--- src/rtl/dwconv_sequencer_if.sv ---
`default_nettype none
// ============================================================================
// Module   : dwconv_sequencer_if
// Brief    : Control/issue bundle between the layer FSM and the depthwise-conv
//            issue sequencer.
// Revision : 1.0 - initial release
// ============================================================================
interface dwconv_sequencer_if #(
    parameter int CNT_W  = 5,
    parameter int POS_W  = 4,
    parameter int ADDR_W = 9
);
    logic              start;
    logic              clear;
    logic              stall;
    logic              en;
    logic [CNT_W-1:0]  cnt_out;
    logic [POS_W-1:0]  pos_out;
    logic [ADDR_W-1:0] fb_addr;
    logic [CNT_W-1:0]  w_addr;
    logic              busy;
    logic              out_valid;
    logic [POS_W-1:0]  out_pos;
    logic              done;

    modport master (
        output start, clear, stall,
        input  en, cnt_out, pos_out, fb_addr, w_addr, busy, out_valid, out_pos, done
    );

    modport slave (
        input  start, clear, stall,
        output en, cnt_out, pos_out, fb_addr, w_addr, busy, out_valid, out_pos, done
    );
endinterface
`default_nettype wire

--- src/rtl/dwconv_sequencer.sv ---
`default_nettype none
// ============================================================================
// Module   : dwconv_sequencer
// Brief    : Walks POS positions x CH channels for the DWconv datapath, tags
//            each position's last channel and pulses done after drain.
// Revision : 1.0 - initial release
// ============================================================================
module dwconv_sequencer #(
    parameter int CH       = 32,
    parameter int POS      = 9,
    parameter int PIPE_LAT = 4
) (
    input  wire                    clk,
    input  wire                    rst_b,
    dwconv_sequencer_if.slave      bus
);
    localparam int CNT_W  = $clog2(CH);
    localparam int POS_W  = 4;
    localparam int ADDR_W = $clog2(CH * POS);
    localparam int DRN_W  = (PIPE_LAT > 2) ? $clog2(PIPE_LAT - 1) : 1;
    localparam logic [POS_W-1:0] c_pos_bubble = '1;

    typedef enum logic [1:0] {
        ST_IDLE  = 2'd0,
        ST_ISSUE = 2'd1,
        ST_DRAIN = 2'd2
    } state_t;

    state_t            r_state;
    logic [CNT_W-1:0]  r_cnt;
    logic [POS_W-1:0]  r_pos;
    logic [ADDR_W-1:0] r_fb;
    logic [DRN_W-1:0]  r_drain;
    logic [PIPE_LAT-2:0] r_tag_v;
    logic [POS_W-1:0]  r_tag_pos [PIPE_LAT];
    logic              r_out_valid;
    logic              r_done;

    logic w_en;
    logic w_last_ch;
    logic w_last_pos;

    assign w_en       = (r_state == ST_ISSUE || r_state == ST_DRAIN) && !bus.stall && !bus.clear;
    assign w_last_ch  = (r_cnt == CNT_W'(CH - 1));
    assign w_last_pos = (r_pos == POS_W'(POS - 1));

    always_ff @(posedge clk or negedge rst_b) begin
        if (!rst_b) begin
            r_state     <= ST_IDLE;
            r_cnt       <= '0;
            r_pos       <= '0;
            r_fb        <= '0;
            r_drain     <= '0;
            r_tag_v     <= '0;
            for (int i = 0; i < PIPE_LAT; i++) r_tag_pos[i] <= '0;
            r_out_valid <= 1'b0;
            r_done      <= 1'b0;
        end else if (bus.clear) begin
            r_state     <= ST_IDLE;
            r_cnt       <= '0;
            r_pos       <= '0;
            r_fb        <= '0;
            r_drain     <= '0;
            r_tag_v     <= '0;
            for (int i = 0; i < PIPE_LAT; i++) r_tag_pos[i] <= '0;
            r_out_valid <= 1'b0;
            r_done      <= 1'b0;
        end else begin
            // The tag reaching the last slot on this edge is what out_valid reports.
            r_out_valid <= w_en && r_tag_v[PIPE_LAT-2];
            r_done      <= 1'b0;

            if (w_en) begin
                r_tag_v[0]   <= (r_state == ST_ISSUE) && w_last_ch;
                r_tag_pos[0] <= r_pos;
                for (int i = 1; i < PIPE_LAT - 1; i++) r_tag_v[i] <= r_tag_v[i-1];
                for (int i = 1; i < PIPE_LAT; i++) r_tag_pos[i] <= r_tag_pos[i-1];
            end

            case (r_state)
                ST_IDLE: begin
                    if (bus.start) begin
                        r_state <= ST_ISSUE;
                        r_cnt   <= '0;
                        r_pos   <= '0;
                        r_fb    <= '0;
                        r_drain <= '0;
                    end
                end
                ST_ISSUE: begin
                    if (w_en) begin
                        r_fb <= r_fb + ADDR_W'(1);
                        if (w_last_ch) begin
                            r_cnt <= '0;
                            if (w_last_pos) begin
                                r_state <= ST_DRAIN;
                                r_pos   <= c_pos_bubble;
                            end else begin
                                r_pos <= r_pos + POS_W'(1);
                            end
                        end else begin
                            r_cnt <= r_cnt + CNT_W'(1);
                        end
                    end
                end
                ST_DRAIN: begin
                    if (w_en) begin
                        if (r_drain == DRN_W'(PIPE_LAT - 2)) begin
                            r_state <= ST_IDLE;
                            r_done  <= 1'b1;
                            r_drain <= '0;
                            r_pos   <= '0;
                            r_fb    <= '0;
                        end else begin
                            r_drain <= r_drain + DRN_W'(1);
                        end
                    end
                end
                default: r_state <= ST_IDLE;
            endcase
        end
    end

    assign bus.en        = w_en;
    assign bus.cnt_out   = r_cnt;
    assign bus.pos_out   = r_pos;
    assign bus.fb_addr   = r_fb;
    assign bus.w_addr    = r_cnt;
    assign bus.busy      = (r_state != ST_IDLE);
    assign bus.out_valid = r_out_valid;
    assign bus.out_pos   = r_tag_pos[PIPE_LAT-1];
    assign bus.done      = r_done;
endmodule
`default_nettype wire
--- src/flat_wrapper.sv ---
// flat-port wrapper written by rule: the top's interface ports become plain ports
module dwconv_sequencer_flat 
#(
    parameter int CH       = 32,
    parameter int POS      = 9,
    parameter int PIPE_LAT = 4
)
  (clk, rst_b, bus_start, bus_clear, bus_stall, bus_en, bus_cnt_out, bus_pos_out, bus_fb_addr, bus_w_addr, bus_busy, bus_out_valid, bus_out_pos, bus_done);
  dwconv_sequencer_if bus_i ();
  input  wire clk;
  input  wire rst_b;
  input wire logic [$bits(bus_i.start)-1:0] bus_start;
  input wire logic [$bits(bus_i.clear)-1:0] bus_clear;
  input wire logic [$bits(bus_i.stall)-1:0] bus_stall;
  output wire logic [$bits(bus_i.en)-1:0] bus_en;
  output wire logic [$bits(bus_i.cnt_out)-1:0] bus_cnt_out;
  output wire logic [$bits(bus_i.pos_out)-1:0] bus_pos_out;
  output wire logic [$bits(bus_i.fb_addr)-1:0] bus_fb_addr;
  output wire logic [$bits(bus_i.w_addr)-1:0] bus_w_addr;
  output wire logic [$bits(bus_i.busy)-1:0] bus_busy;
  output wire logic [$bits(bus_i.out_valid)-1:0] bus_out_valid;
  output wire logic [$bits(bus_i.out_pos)-1:0] bus_out_pos;
  output wire logic [$bits(bus_i.done)-1:0] bus_done;
  assign bus_i.start = bus_start;
  assign bus_i.clear = bus_clear;
  assign bus_i.stall = bus_stall;
  assign bus_en = bus_i.en;
  assign bus_cnt_out = bus_i.cnt_out;
  assign bus_pos_out = bus_i.pos_out;
  assign bus_fb_addr = bus_i.fb_addr;
  assign bus_w_addr = bus_i.w_addr;
  assign bus_busy = bus_i.busy;
  assign bus_out_valid = bus_i.out_valid;
  assign bus_out_pos = bus_i.out_pos;
  assign bus_done = bus_i.done;
  dwconv_sequencer #(.CH(CH), .POS(POS), .PIPE_LAT(PIPE_LAT)) u_core (.clk(clk), .rst_b(rst_b), .bus(bus_i));
endmodule
--- config.mk ---
export PLATFORM = sky130hd
export DESIGN_NAME = dwconv_sequencer_flat
export DESIGN_NICKNAME = d
export VERILOG_FILES = /design/src/rtl/dwconv_sequencer_if.sv /design/src/rtl/dwconv_sequencer.sv /design/src/flat_wrapper.sv
export SDC_FILE = /design/constraint.sdc
export NUM_CORES = 1
export LEC_CHECK = 0
export ABC_AREA = 1
export ABC_CLOCK_PERIOD_IN_PS = 2300
export CAP_MARGIN = 0
export CORE_MARGIN = 2
export CORE_UTILIZATION = 35
export CTS_CLUSTER_SIZE = 28
export DETAILED_ROUTE_END_ITERATION = 8
export DONT_BUFFER_PORTS = 1
export PLACE_DENSITY = 0.46
export SLEW_MARGIN = 0
export SYNTH_ARGS = -nofsm -noshare
export SYNTH_HDL_FRONTEND = slang
export SYNTH_SLANG_ARGS = --single-unit
export TNS_END_PERCENT = 10
--- constraint.sdc ---
create_clock -name clk -period 2.3 [get_ports clk]
set_input_delay 0.69 -clock clk [delete_from_list [all_inputs] [get_ports clk]]
set_output_delay 0.69 -clock clk [all_outputs]
set_load 0.03 [all_outputs]
# Word-level counts from Yosys, hierarchy flattened
# Index checks and enable logic that the tools add are counted.
# Widths: inputs -> output; s select.
[op_classes]
muxes = 41
reduce_logical = 18
n_addsub = 4
eq_ne = 11
[ops]
columns = ["operator", "count"]
rows = [
  ["$mux 9", 5],
  ["$mux 16", 2],
  ["$mux 4", 7],
  ["$pmux 9 s3", 1],
  ["$mux 2", 11],
  ["$mux 5", 4],
  ["$ne 3x2->1 const B", 4],
  ["$pmux 4 s3", 1],
  ["$reduce_and 6->1", 2],
  ["$pmux 5 s2", 1],
  ["$add 9x1->9 const B", 1],
  ["$mux 3", 2],
  ["$ne 3x3->1 const B", 2],
  ["$pmux 2 s3", 1],
  ["$reduce_and 3->1", 2],
  ["$reduce_bool 3->1", 2],
  ["$add 5x1->5 const B", 1],
  ["$eq 5x5->1 const B", 1],
  ["$mux 1", 5],
  ["$reduce_and 5->1", 1],
  ["$add 4x1->4 const B", 1],
  ["$eq 2x2->1 const B", 2],
  ["$eq 4x4->1 const B", 1],
  ["$logic_and 1x1->1", 4],
  ["8 further kinds", 10],
]
[totals]
in_bits = 5
elab_cells = 86
out_inout_bits = 31
ff_bits = 43

# Longest topological paths before layout
# Gate-level depths: netlist of the first run.
[depth]
depth_word = 7
depth_mapped = 11
mapped_depth_nobuf = 11

# Least setup slack after synthesis of the first run
# OpenSTA, ideal clock, no wires.
[synth_path]
path_type = "input -> output"
startpoint = "in bus_stall"
endpoint = "out bus_en"
n_path_buf = 0
arrival_ns = 1.339
required_ns = 1.610
path_slack_ns = 0.271
stages = 3
path_cell_list = "inv_1 nand2_2 nor2_1"
[synth_via]
elab_chain_len = 3
[synth_lines]
columns = ["element", "line", "rtl"]
rows = [
  ["start: declaration", "flat_wrapper.sv:14", "input wire logic [$bits(bus_i.stall)-1:0] bus_stall;"],
  ["$logic_not 1->1", "dwconv_sequencer.sv:43", "assign w_en = (r_state == ST_ISSUE || r_state == ST_DRAIN) && !bus.stall && !bus.clear;"],
  ["$logic_and 1x1->1 (2 in a row)", "dwconv_sequencer.sv:43", ""],
  ["end: declaration", "flat_wrapper.sv:15", "output wire logic [$bits(bus_i.en)-1:0] bus_en;"],
]
# Every way passes these cells.

# Final worst setup path of the first run
[layout_path]
startpoint = "reg u_core.r_state[1]"
endpoint = "out bus_en"
[layout_via]
elab_chain_len = 4
word_cells_on_any_way = 5
classes_between = "2 x eq/ne; 3 x reduce/logical"
[layout_lines]
columns = ["element", "line", "rtl"]
rows = [
  ["start: declaration", "dwconv_sequencer.sv:29", "state_t r_state;"],
  ["start signal: assignment", "dwconv_sequencer.sv:49", "r_state <= ST_IDLE;"],
  ["start signal: assignment", "dwconv_sequencer.sv:59", "r_state <= ST_IDLE;"],
  ["start signal: assignment", "dwconv_sequencer.sv:83", "r_state <= ST_ISSUE;"],
  ["$eq 2x1->1 or $eq 2x2->1 (tied branches)", "dwconv_sequencer.sv:43", ""],
  ["$logic_or 1x1->1 (*)", "dwconv_sequencer.sv:43", ""],
  ["$logic_and 1x1->1 (*) (2 in a row)", "dwconv_sequencer.sv:43", ""],
]
# Mark *: on every way between the ends. The rest lies on a longest branch, timed or not.

==> impl_metrics.ini, run 1 <==
[run_status]
outcome = complete, no violations

[drt]
vias = 1674
drt_iter0_drc = 82
drt_wl_total_um = 4750
wl_per_cell_um = 13.6
viasPerCell = 4.80
antenna_left = 0
dr.pass1.iters = 4
post-route-drc-count = 0

[logic_synthesis]
synth_edf_count = 0
synth_cell_type_count = 29
synth_fp_nets = 288
async_reset_ff_frac = 1.00
synth_top_area_cell = dfrtp_1
ys.warnings.count = 0
synth_area_leaders = dfrtp_1 (46%), nand2_1 (8.6%), inv_1 (6.7%)
synth_commonest_cells = nand2_1 (54), dfrtp_1 (43), inv_1 (42), nor2_1 (19), nand3_1 (15)
netlist_instances = 273
syn-cell-area_mm2 = 0.00235
synth_top_area_share = 0.457
synth_seq_area_share = 0.457
synth_most_common_cell = nand2_1
ys_seq_elements = 43
synthFlopType = dfrtp_1
postSynthAreaPerCell_um2 = 8.62

[timing]
clock_skew_ns = 0.00273
max_slew_margin = 0.636
final.period_utilization = 0.942
finalCriticalPeriod_ns = 2.17
holdWs_ns = 0.0723
tightest_slew_ns = 0.545
fmax_mhz = 462
slew_viol_final = 0
finalHoldViolCount = 0
setup_tns_ns = 0
rsz0062_at_grt = false
setup_viol = 0

[global_routing]
grt_overflow_total = 0
track_usage = 0.138
grt_max_degree = 44
antenna_found_initial = 0
grt_pass1_vias = 1608
grt_pass1_wl_um = 7990

[clock_tree]
hold_buffers = 0
clockBufferDepth = 2
cts-htree-levels = 2
cts-root-buf = clkbuf_8
cts_tree = yes
clk_latency_ns = 0.30
clock-sinks = 43
cts_setup_buffers = 0
cts.clk_slew.worst_paths_ns = 0.09
cts_buffers = 5

[setup_path]
crit_arrival_ns = 1.48
r2r_cells = 8
worstSetupStartpointType = flip-flop
crit_path_end = bus_en
reg2reg_slack_ns = 0.40
cp_cell_sequence = inv_1 > ha_4 > nand2_4 > nor2_1 > buf_4
cp-startpoint = u_core.r_state[1]
crit_type = flip-flop to output pin
max_stage_delay_ns = 0.40
critPathSlowestCell = dfrtp_1
cp_max_fo = 9
r2r_end = u_core.bus.pos_out[1]
required_ns = 1.61
r2r-start = u_core.r_state[1]
worst_setup_path_end_kind = output pin

[floorplanning]
die_h_um = 86
die_x_um = 86
fp.dieArea_mm2 = 0.00740
io_pins = 36
start_util = 0.366
core_area_mm2 = 0.00642
rows = 29

[cells_and_area]
layout.nets = 286
final_cells = 349
area_delta_synth_final_pct = 6.38
drive_gt1_frac = 0.151
final_cell_area_mm2 = 0.00250
diodes = 0

[place]
postPlaceCellArea_mm2 = 0.00237
place.port_buffers = 0
dp_hpwl_um = 3310
place_congestion = 0.766
dp_cells = 341

[run]
maxCapViolations = 0

[power]
p_total_mw = 2.41
irDropWorstVdd_mv = 0.327
powerDensity_mw_per_mm2 = 961
p_leak_nw = 1.16

[min_path]
min_path_type = input port to async pin
==> layout by cell type (no fill, tap or decap), drive strengths merged <==
cell	Yosys	layout
o31ai	1	1
o22ai	14	14
xor2	1	1
inv	45	46
clkbuf	0	5
nor3	3	3
nand2	67	67
ha	10	10
a21oi	4	4
buf	15	6
o21bai	1	1
nor2	22	22
nand4	9	9
xnor2	1	1
bufinv	0	1
nand3	16	16
o21ai	19	19
nand3b	2	2
clkinvlp	0	1
dfrtp	43	43
==> metal layers <==
metal / track usage / wire [um]
met5: 0 / 0
met4: 0.0476 / 60
met3: 0.0433 / 225
met2: 0.223 / 2240
met1: 0.174 / 2230
==> worst min-delay path by stage <==
stage	slack, ns	start	to
after detailed placement	0.40	rst_b	u_core.bus.fb_addr[3]
after global routing	0.05	rst_b	u_core.bus.fb_addr[5]
after floorplan	0.39	rst_b	u_core.bus.cnt_out[0]
after global placement	0.40	rst_b	u_core.bus.fb_addr[3]
final	0.07	rst_b	u_core.bus.fb_addr[8]
after CTS	0.06	rst_b	u_core.bus.fb_addr[5]
==> report_power, final <==
part	internal (mW)	switching [mW]	leakage, nW	total (mW)
Combinational	0.253	0.662	0.509	0.915
Sequential	0.806	0.0689	0.596	0.875
Clock	0.327	0.288	0.0548	0.616
==> critical path, delay by kind of cell, from the launching register on <==
family,cells,cell delay (ns)
AND/OR/NAND/NOR,2,0.19
buffers and inverters,2,0.29
adder cells (fa/ha/maj),1,0.30
flip-flops,1,0.40
==> final cells by class <==
class / instances / area [um2]
sequential: 43 / 1080
timing repair buffer: 6 / 45.0
multi-input combinational: 170 / 1000
clock buffer: 5 / 68.8
tap: 77 / 96.3
clock inverter: 3 / 46.3
inverter: 45 / 169
fill: 646 / 3920
==> registers in the layout (all words and copies together) (netlist names) <==
| name | cells |
|---|---|
| u_core.r_tag_v | 3 |
| u_core.bus.pos_out | 4 |
| u_core.bus.done | 1 |
| u_core.bus.out_pos | 4 |
| u_core.r_state | 2 |
| u_core.bus.out_valid | 1 |
| u_core.bus.fb_addr | 9 |
| u_core.r_tag_pos | 12 |
| u_core.bus.cnt_out | 5 |
| u_core.r_drain | 2 |
==> stage by stage <==
stage,setup slack [ns],utilization
final,0.134,0.390
after global routing,0.0361,0.390
after CTS,0.0342,0.387
after detailed placement,0.385,0.369
after global placement,0.406,0.369
after floorplan,0.271,-
==> cell families after synthesis <==
kind of cell / count (synthesis) / synth area share
xor+xnor: 2 / 0.00744
compound gates: 39 / 0.100
flops: 43 / 0.457
fa+ha+maj: 10 / 0.0532
simple gates: 119 / 0.257
buf+inv: 60 / 0.124
==> what timing repair did <==
action | 4_1_cts | 5_1_grt
endpoints found under the setup margin | 0 | 1
endpoints found under the hold margin | 0 | 0
resized for setup | 0 | 2
(Power assumes the default switching activity.)
==> run 2, diff against run 1 <==
--- a/config.mk
+++ b/config.mk
@@ -14,6 +14,7 @@
 export DETAILED_ROUTE_END_ITERATION = 8
 export DONT_BUFFER_PORTS = 1
 export PLACE_DENSITY = 0.46
+export SETUP_SLACK_MARGIN = 0.4
 export SLEW_MARGIN = 0
 export SYNTH_ARGS = -nofsm -noshare
 export SYNTH_HDL_FRONTEND = slang
==> impl_metrics.ini, run 2 (synthesized netlist as in run 1, its figures left out) <==
[timing]
slew_viol_final = 0
clock_skew_ns = 0.00833
final.period_utilization = 0.855
setup_viol = 0
rsz0062_at_grt = true
max_slew_margin = 0.581
tightest_slew_ns = 0.629
finalWorstSetupSlack_ns = 0.333
fmax_mhz = 508
finalHoldViolCount = 0
setup_tns_ns = 0
finalCriticalPeriod_ns = 1.97

[setup_path]
r2r_cells = 10
reg2reg_slack_ns = 0.47
r2r-start = u_core.r_state[0]
cp_max_fo = 3
worstSetupStartpointType = flip-flop
crit_type = flip-flop to output pin
r2r_end = u_core.bus.pos_out[1]
required_ns = 1.61
crit_arrival_ns = 1.28
worst_setup_path_end_kind = output pin

[clock_tree]
cts-htree-levels = 2
cts_tree = yes
cts.clk_slew.worst_paths_ns = 0.09
clk_latency_ns = 0.30
clockBufferDepth = 2
cts-root-buf = clkbuf_8
clock-sinks = 43
cts_buffers = 5
hold_buffers = 0

[place]
place.port_buffers = 0
place_congestion = 0.735
dp_hpwl_um = 3330
postPlaceCellArea_mm2 = 0.00237
pre_cts_slack_ns = 0.426

[cells_and_area]
multi_input_area_mm2 = 0.00101
area_delta_synth_final_pct = 6.33
final_common_cell = nand2_1
final_cell_area_mm2 = 0.00250
layout_common_cells = nand2_1 (54), dfrtp_1 (43), inv_1 (40)
drive_gt1_frac = 0.165
layout.nets = 287
diodes = 0
regMostFlops = u_core.r_tag_pos
largest_register_ffs = 12
fin_util = 0.390
fillers = 668
final-seq-area_mm2 = 0.00108

[global_routing]
track_usage = 0.144
antenna_found_initial = 0
grt_pass1_vias = 1597
grt_pass1_wl_um = 8320
grt_overflow_total = 0
grt_max_degree = 44

[drt]
drt_wl_total_um = 4770
vias = 1650
post-route-drc-count = 0
viasPerCell = 4.71
antenna_left = 0
drt_iter0_drc = 45
wl_per_cell_um = 13.6
dr.pass1.iters = 4

[floorplanning]
start_util = 0.366
die_x_um = 86
die_h_um = 86
fp.dieArea_mm2 = 0.00740
io_pins = 36
core_area_mm2 = 0.00642
rows = 29

[run]
maxCapViolations = 0

[power]
irDropWorstVdd_mv = 0.380
p_leak_nw = 1.16
p_total_mw = 2.35
powerDensity_mw_per_mm2 = 937

[min_path]
min_path_type = input port to async pin

[run_status]
outcome = complete, no violations
run 2: changes by cell type in the layout (fill, tap and decap cells not counted):
cell | before | now
inv_1 | 42 | 40
inv_2 | 3 | 5
buf_4 | 6 | 7
bufinv_16 | 1 | 0
clkbuf_8 | 5 | 6
clkinv_4 | 0 | 1
inv_6 | 1 | 0
nor2_1 | 19 | 18
nor2_4 | 0 | 1
run 2: routing by layer:
metal / GRT usage / part of all wire / up-vias
met1: 0.201 / 0.49 / 748
met2: 0.209 / 0.44 / 31
met3: 0.0491 / 0.053 / 6
li1: - / - / 865
met5: 0 / 0 / -
met4: 0.0476 / 0.012 / 0
run 2: worst max-delay path: stages, from the launching register on:
cell	delay, ns
dfrtp_1	0.37
inv_2	0.07
ha_4	0.27
nand2_4	0.05
nor2_4	0.22
run 2: final cells by class:
type / count / share of cell area
sequential: 43 / 0.430
multi-input combinational: 170 / 0.404
clock inverter: 2 / 0.00650
timing repair buffer: 7 / 0.0210
clock buffer: 6 / 0.0330
inverter: 45 / 0.0675
tap: 77 / 0.0385
run 2: per-stage QoR:
step / hold slack [ns] / instances
2_1_floorplan: 0.394 / 273
3_3_place_gp: 0.396 / 340
3_5_place_dp: 0.396 / 340
4_1_cts: 0.0570 / 350
5_1_grt: 0.0420 / 350
6_report: 0.0699 / 350
run 2: what timing repair did:
item / CTS / global route
resized for setup: 5 / 0
pin swaps: 3 / 1
buffers inserted: 2 / 0
setup endpoints to repair: 2 / 13
run 2: worst max-delay path by stage:
stage	endpoint	start	cells after the start
after floorplan	bus_en	bus_stall	3
after global placement	bus_en	bus_stall	3
after detailed placement	bus_en	u_core.r_state[1]	4
after CTS	bus_en	u_core.r_state[1]	4
after global routing	bus_en	u_core.r_state[1]	4
final	bus_en	u_core.r_state[1]	4
run 2: power breakdown:
group	total (mW)	internal, mW	switching (mW)
clock	0.521	0.245	0.276
combinational	0.951	0.274	0.678
sequential	0.873	0.807	0.0667
total	2.35	1.33	1.02
==> run 3, diff against run 2 <==
==> constraint.sdc (replaced) <==
create_clock -name clk -period 2.3 [get_ports clk]
set_input_delay 0.46 -clock clk [delete_from_list [all_inputs] [get_ports clk]]
set_output_delay 0.46 -clock clk [all_outputs]
set_load 0.03 [all_outputs]
==> impl_metrics.ini, run 3 (synthesized netlist as in run 1, its figures left out) <==
[run_status]
outcome = complete, no violations

[global_routing]
track_usage = 0.141
grt_pass1_vias = 1627
grt_max_degree = 44
grt_overflow_total = 0
grt_pass1_wl_um = 8090
antenna_found_initial = 0

[setup_path]
crit_family = flip-flops
r2r_cells = 10
r2r_end = u_core.bus.pos_out[0]
critPathSlowestCell = dfrtp_1
worst_setup_path_end_kind = output pin
crit_type = flip-flop to output pin
worstSetupStartpointType = flip-flop
reg2reg_slack_ns = 0.51
r2r-start = u_core.r_state[0]
crit_arrival_ns = 1.44
max_stage_delay_ns = 0.35
required_ns = 1.84
path_buf_inv = 2
cp_max_fo = 9
cp_cell_sequence = inv_1 > ha_4 > nand2_8 > nor2_4 > buf_6

[cells_and_area]
fillers = 658
area_delta_synth_final_pct = 9.30
final_common_cell = nand2_1
layout_common_cells = nand2_1 (54), dfrtp_1 (43), inv_1 (41)
layout.nets = 291
diodes = 0
regMostFlops = u_core.r_tag_pos
final_cell_area_mm2 = 0.00257
drive_gt1_frac = 0.173
largest_register_ffs = 12

[clock_tree]
clk_latency_ns = 0.30
cts-htree-levels = 2
cts.clk_slew.worst_paths_ns = 0.09
cts_tree = yes
clockBufferDepth = 2
clock-sinks = 43
cts-root-buf = clkbuf_8
cts_buffers = 5

[floorplanning]
rows = 29
start_util = 0.366
die_h_um = 86
core_area_mm2 = 0.00642
fp.dieArea_mm2 = 0.00740
die_x_um = 86
io_pins = 36

[power]
powerDensity_mw_per_mm2 = 940
irDropWorstVdd_mv = 0.299
p_leak_nw = 1.19

[timing]
finalHoldViolCount = 0
fmax_mhz = 527
setup_tns_ns = 0
tightest_slew_ns = 0.547
setup_viol = 0
holdWs_ns = 0.255
rsz0062_at_grt = true
max_slew_margin = 0.635
slew_viol_final = 0
finalCriticalPeriod_ns = 1.90
clock_skew_ns = 0.00582
final.period_utilization = 0.824

[place]
dp_hpwl_um = 3380
place_congestion = 0.767
place.port_buffers = 0
postPlaceCellArea_mm2 = 0.00237

[min_path]
min_path_type = input port to flip-flop
hp-start = bus_clear
min_to = u_core.bus.cnt_out[2]
min_path_cells = 1

[drt]
drt_iter0_drc = 75
post-route-drc-count = 0
antenna_left = 0
drt_wl_total_um = 4870
dr.pass1.iters = 4
viasPerCell = 4.87
wl_per_cell_um = 13.8
vias = 1724

[run]
maxCapViolations = 0
[run 3: layout make-up]
cell class | instances | area (um2) | share of cell area
Sequential cell | 43 | 1080 | 0.418
Multi-Input combinational cell | 170 | 1020 | 0.398
Inverter | 45 | 169 | 0.0657
Timing Repair Buffer | 11 | 109 | 0.0423
Tap cell | 77 | 96.3 | 0.0375
Clock buffer | 6 | 82.6 | 0.0321
Clock inverter | 2 | 16.3 | 0.00632
[run 3: where the power goes]
part | switching, mW | internal [mW]
registers | 0.0629 | 0.806
clock network | 0.285 | 0.246
logic | 0.713 | 0.304
total | 1.06 | 1.36
[run 3: worst register-to-register path: cells and delay by family (launching register included)]
family	cells	cell delay, ns
adder cells (fa/ha/maj)	1	0.27
buffers and inverters	2	0.27
flip-flops	1	0.40
AND/OR/NAND/NOR	7	0.74
[run 3: what timing repair did]
action,in CTS,in global routing
endpoints found under the setup margin,1,9
resized for setup,7,1
pin swaps,2,0
setup buffers,3,0
hold buffers,2,0
endpoints found under the hold margin,43,0
[run 3: worst max-delay path by stage]
stage                       from  slack (ns)                  end  cells after the start
2_1_floorplan  u_core.r_state[1]        0.43  u_core.r_tag_pos[4]                      7
3_3_place_gp   u_core.r_state[1]        0.50               bus_en                      5
3_5_place_dp   u_core.r_state[1]        0.46               bus_en                      5
4_1_cts        u_core.r_state[1]        0.41               bus_en                      5
5_1_grt        u_core.r_state[1]        0.34               bus_en                      5
6_report       u_core.r_state[1]        0.40               bus_en                      5
[run 3: per-layer routing]
metal,track usage,part of all wire,vias up
li1,-,-,874
met1,0.179,0.47,809
met2,0.233,0.48,34
met3,0.0346,0.038,7
met4,0.0519,0.014,0
met5,0,0,-
[run 3: metrics by stage]
step | worst slack (ns) | utilization | power [mW] | std cells
6_report | 0.404 | 0.401 | 2.42 | 354
5_1_grt | 0.337 | 0.401 | 2.58 | 354
4_1_cts | 0.408 | 0.400 | 2.45 | 354
3_5_place_dp | 0.461 | 0.369 | 1.77 | 341
3_3_place_gp | 0.503 | 0.369 | 1.77 | 341
2_1_floorplan | 0.434 | - | 1.69 | 273
